<file path="src/rtl/rr_arb_mux_pkg.sv">
// Shared types and sizes for the round-robin 8:1 arbitrated mux.
//   NUM_REQ   - number of requesters sharing the datapath
//   SEL_BITS  - width of a requester index
//   sel_t     - requester index / priority pointer
//   req_vec_t - one bit per requester (valid / ready vectors)
package rr_arb_mux_pkg;

  localparam int NUM_REQ  = 8;
  localparam int SEL_BITS = 3;

  typedef logic [SEL_BITS-1:0] sel_t;
  typedef logic [NUM_REQ-1:0]  req_vec_t;

endpackage

</file>
<file path="src/rtl/rr_arb_8.sv">
// Combinational 8-way round-robin arbiter.
// Ports:
//   reqs    - request vector, bit i = requester i wants service
//   ptr     - index of the requester with highest priority this cycle
//   gnt_val - at least one request is present
//   gnt_idx - winning requester (first request at or after ptr, wrapping)
// The request vector is rotated so that ptr lands on bit 0, a fixed
// lowest-index-first search picks the winner, and the result is rotated
// back by adding ptr (the 3-bit add wraps 7->0 naturally).
module rr_arb_8
  import rr_arb_mux_pkg::*;
(
  input  req_vec_t reqs,
  input  sel_t     ptr,
  output logic     gnt_val,
  output sel_t     gnt_idx
);

  req_vec_t rot;
  sel_t     first;

  genvar gi;
  generate
    for (gi = 0; gi < NUM_REQ; gi++) begin : g_rot
      // Index arithmetic is 3 bits wide, so it wraps modulo 8.
      assign rot[gi] = reqs[sel_t'(gi) + ptr];
    end
  endgenerate

  always_comb begin
    first = '0;
    // Scan downward so the lowest set bit is the one left standing.
    for (int i = NUM_REQ - 1; i >= 0; i--) begin
      if (rot[i]) first = sel_t'(i);
    end
  end

  assign gnt_val = |reqs;
  assign gnt_idx = first + ptr;

endmodule

</file>
<file path="src/rtl/rr_arb_mux_4b_8to1.sv">
// Round-robin scheduler sharing one 8:1 mux among eight requesters, with a
// one-entry registered output stage on a val/rdy handshake.
// Ports:
//   clk, reset      - clock and synchronous active-high reset
//   in_val[7:0]     - requester i has valid data on in<i>
//   in_rdy[7:0]     - one-hot (or zero) acceptance of the winning requester
//   in0 .. in7      - requester data, p_nbits each
//   out_val         - output register holds valid data
//   out_rdy         - consumer takes out this cycle
//   out_sel         - index of the requester whose data is in out
//   out             - registered mux output
module rr_arb_mux_4b_8to1
  import rr_arb_mux_pkg::*;
#(
  parameter int p_nbits = 4
) (
  input  logic               clk,
  input  logic               reset,
  input  logic [7:0]         in_val,
  output logic [7:0]         in_rdy,
  input  logic [p_nbits-1:0] in0,
  input  logic [p_nbits-1:0] in1,
  input  logic [p_nbits-1:0] in2,
  input  logic [p_nbits-1:0] in3,
  input  logic [p_nbits-1:0] in4,
  input  logic [p_nbits-1:0] in5,
  input  logic [p_nbits-1:0] in6,
  input  logic [p_nbits-1:0] in7,
  output logic               out_val,
  input  logic               out_rdy,
  output logic [2:0]         out_sel,
  output logic [p_nbits-1:0] out
);

  logic [p_nbits-1:0] in_arr [NUM_REQ];
  logic [p_nbits-1:0] mux_out;

  logic [p_nbits-1:0] out_reg;
  sel_t               out_sel_reg;
  logic               out_val_reg;
  sel_t               ptr_reg;
  sel_t               ptr_next;

  logic gnt_val;
  sel_t gnt_idx;
  logic free;
  logic grant;

  assign in_arr[0] = in0;
  assign in_arr[1] = in1;
  assign in_arr[2] = in2;
  assign in_arr[3] = in3;
  assign in_arr[4] = in4;
  assign in_arr[5] = in5;
  assign in_arr[6] = in6;
  assign in_arr[7] = in7;

  rr_arb_8 u_arb (
    .reqs    (in_val),
    .ptr     (ptr_reg),
    .gnt_val (gnt_val),
    .gnt_idx (gnt_idx)
  );

  assign mux_out  = in_arr[gnt_idx];
  assign ptr_next = gnt_idx + sel_t'(1);

  // The stage can take new data when empty or when it drains this cycle,
  // which is what makes back-to-back transfers bubble-free.
  assign free  = !out_val_reg || out_rdy;
  assign grant = free && !reset && gnt_val;

  genvar gi;
  generate
    for (gi = 0; gi < NUM_REQ; gi++) begin : g_rdy
      assign in_rdy[gi] = grant && (gnt_idx == sel_t'(gi));
    end
  endgenerate

  always_ff @(posedge clk) begin
    if (reset) begin
      out_reg     <= '0;
      out_sel_reg <= '0;
      out_val_reg <= 1'b0;
      ptr_reg     <= '0;
    end else if (grant) begin
      out_reg     <= mux_out;
      out_sel_reg <= gnt_idx;
      out_val_reg <= 1'b1;
      ptr_reg     <= ptr_next;
    end else if (free) begin
      // Drained (or already empty) with nothing to load: data, index and
      // pointer are left as they were.
      out_val_reg <= 1'b0;
    end
  end

  assign out     = out_reg;
  assign out_sel = out_sel_reg;
  assign out_val = out_val_reg;

endmodule

</file>
<file path="config.mk">
export PLATFORM = sky130hd
export DESIGN_NAME = rr_arb_mux_4b_8to1
export DESIGN_NICKNAME = d
export VERILOG_FILES = /design/src/rtl/rr_arb_mux_pkg.sv /design/src/rtl/rr_arb_8.sv /design/src/rtl/rr_arb_mux_4b_8to1.sv
export SDC_FILE = /design/constraint.sdc
export NUM_CORES = 1
export LEC_CHECK = 0
export CAP_MARGIN = 20
export CORE_ASPECT_RATIO = 1.1
export CORE_UTILIZATION = 35
export DETAILED_ROUTE_END_ITERATION = 8
export GPL_TIMING_DRIVEN = 0
export PLACE_DENSITY = 0.62
export RECOVER_POWER = 25
export SLEW_MARGIN = 10
export SYNTH_ARGS = -nofsm -noshare
export SYNTH_HDL_FRONTEND = slang
export SYNTH_SLANG_ARGS = --single-unit
export TNS_END_PERCENT = 100
</file>
<file path="constraint.sdc">
create_clock -name clk -period 6.5 [get_ports clk]
set_clock_uncertainty 0.1 [all_clocks]
set_input_delay 0.65 -clock clk [delete_from_list [all_inputs] [get_ports clk]]
set_output_delay 0.65 -clock clk [all_outputs]
set_load 0.05 [all_outputs]
</file>
==> metrics.txt <==
crit share post-route about 94%; Critical Path AT 5360 ps; status finished, final reports clean; Storage cell area 220 µm²; kind of critical path flop to output pin; met3 routed wirelength 138 µm; most frequent cells in the layout clkdlybuf4s50_1 (44), mux4_2 (13), nor2_1 (13); Via density about 5.7; Slew HR just under 40%; grt total ovfl 0; RSZ-0062 raised after global routing no; Yosys reg bits 11; Initial Util a little over a third; hpwl dp a little under 4 mm; Final ANT Viol Nets 0; Synth-to-Final Area Change 43.2%; Reg clk slew, reported paths approximately 50 ps; Max FO, Critical Path 10; synthesis warning total 0; fillers ~470; Num CTS Buffers 3; Mean Syn Cell Area about 9.6 µm²; WL per Instance 16.7 µm; Hold Fails Final Rpt 0; vias in the first global route around 1,700; antenna violations before repair 0; largest net degree at the start of global routing 11; Die Y about 75 µm; clock buffer depth 2; gpl congestion 0.793; number of inserted diodes 0; pre-CTS WS -172 ps; Cell Pwr Density 501 mW/mm²; ratio of cells with drive above 1 in the final layout between 20% and 30%; final instance area 0.00240 mm²; sw frac approximately 52%; slew at the pin with the worst max-slew slack 907 ps; endpoints failing setup 0; std cell rows 26; Initial DRC Count 97; clock share of power under 10%; Net Count, Synth 224; sequential share of power 8.9%; post-synthesis sequential area ratio a little over an eighth; TNS Setup 0 ps; Die Area 0.00507 mm²; Int Pwr 572 µW; fin crit period just over 6000 ps; Clock Sinks 11; fmax 164 MHz; core area about 0.0046 mm²; HP Class flop to flop; Hold WS 353 ps; Unique masters post-synth 48; M1 WL approximately 2.3 mm; H-tree Lvls 1; Cell Area, Synth 0.00168 mm²; TritonRoute pass-1 iters 6; Max-cap violations 0; commonest non-fill, non-tap cell in the layout clkdlybuf4s50_1; Sw Pwr approximately 630 µW; Area after DPL 0.00233 mm²; Max IR drop VDD 0.189 mV; Slew Limit Fails 0; # nets final 289; max reg flops 4; post-synth top area share 17.5%; Yosys top cell by area mux4_2; DRC 0; CTS tree built; Gate power share 85.2%; WP data required 5750 ps; met2 wire len 2.46 mm; IO Pins 59; Post-Route WL a little under 5 mm; Post-Synthesis Cells 175; crit end category output pin; Top Metal Used met4; Die Wd 68.0 µm; Total GRT Usage 21.0%; Startpoint Class flop; first-pass GRT wire length 8.11 mm; later-pin clock latency in the skew report 240 ps; via count 1,671; Root Buffer clkbuf_8; Final WS setup 393 ps; Synth area leaders mux4_2 (17%), dfxtp_1 (13%), mux2i_1 (7.2%); footprint of the multi-input gates 0.00140 mm²; Leak 0.922 nW; Finished Core Util 51.9%; PortBufs 58
==> path summary, 6_finish.rpt <==
path                                 start         end  slack (ps)  cells after the start
worst min-delay path            out_sel[0]  out_sel[0]         350                      2
worst min register to register  out_sel[0]  out_sel[0]         350                      2
worst max register to register  ptr_reg[0]  ptr_reg[2]        1390                     23
worst max-delay path            ptr_reg[0]   in_rdy[4]         390                     21
==> critical path, cell delays in order, from the launching register on <==
cell and delay [ps]:
dfxtp_1 380, buf_6 170, clkbuf_4 230, inv_1 100, ha_1 360, buf_6 170
mux2i_1 140, mux4_2 540, o32a_1 350, a21oi_1 130, o221a_1 190, ha_1 130
inv_1 50, fa_1 450, inv_1 140, nor2_1 80, nand3_1 140, a211oi_2 100
nor4_4 490, nand2_4 150, nor3_2 180, dlymetal6s2s_1 440
==> final cells by class <==
class | instances | share of cell area (%)
flip-flops and latches | 11 | 9.18
multi-input cells | 148 | 58.5
inverters | 5 | 0.782
plain buffers | 11 | 2.50
clock buffers | 3 | 1.72
repair buffers | 60 | 24.2
clock inverters | 1 | 0.209
well taps | 56 | 2.92
==> Yosys cell counts, drive strengths merged <==
| cell type | number |
|---|---|
| a2111oi | 3 |
| a211oi | 4 |
| a21oi | 8 |
| a221oi | 1 |
| a22oi | 1 |
| and2 | 2 |
| buf | 5 |
| clkbuf | 6 |
| dfxtp | 11 |
| fa | 1 |
| ha | 5 |
| inv | 5 |
| mux2 | 13 |
| mux2i | 12 |
| mux4 | 13 |
| nand2 | 12 |
| nand3 | 8 |
| nand3b | 6 |
| nand4 | 5 |
| nor2 | 13 |
| nor2b | 3 |
| nor3 | 6 |
| nor4 | 3 |
| o211a | 1 |
| o211ai | 6 |
| o21ai | 4 |
| o221a | 1 |
| o22ai | 3 |
| o311a | 1 |
| o311ai | 1 |
| o32a | 1 |
| or2 | 1 |
| or3 | 3 |
| or3b | 1 |
| or4 | 3 |
| xnor2 | 1 |
| xor2 | 2 |
==> kinds of logic (layout without fill, tap and decap cells) <==
logic type	count (synthesis)	in the layout	synth area share (%)
AOI/OAI and AO/OA	35	35	17.8
xor gates and xnor gates	3	3	1.57
adders and majority gates	6	6	4.93
buffers and inverters	16	80	4.55
DFF	11	11	13.1
muxes	38	38	34.5
and+or+nand+nor	66	66	23.5
==> routing by layer <==
layer,GRT usage [%],vias up
met5,0,-
met4,4.40,0
met3,2.61,4
met2,35.1,33
met1,28.7,802
li1,-,832
==> per-stage QoR <==
stage	power, mW	instances
6_report	1.20	295
5_1_grt	1.30	295
4_1_cts	1.20	294
3_5_place_dp	1.12	289
3_3_place_gp	1.12	289
2_1_floorplan	0.897	175
==> repair_timing <==
action | 4_1_cts | 5_1_grt
gates resized for setup | 8 | 14
pin swaps | 1 | 2
gates cloned | 0 | 0
setup buffers | 1 | 1
setup endpoints to repair | 8 | 8
hold buffers | 0 | 0
==> power groups by stage <==
stage | registers [mW] | logic (mW) | clock network (mW)
finish | 0.106 | 1.02 | 0.0710
CTS | 0.107 | 1.02 | 0.0720
global placement | 0.108 | 1.01 | 0
global route | 0.110 | 1.12 | 0.0773
detailed placement | 0.108 | 1.01 | 0
floorplan | 0.162 | 0.735 | 0
Power figures use the tool's default switching activity.
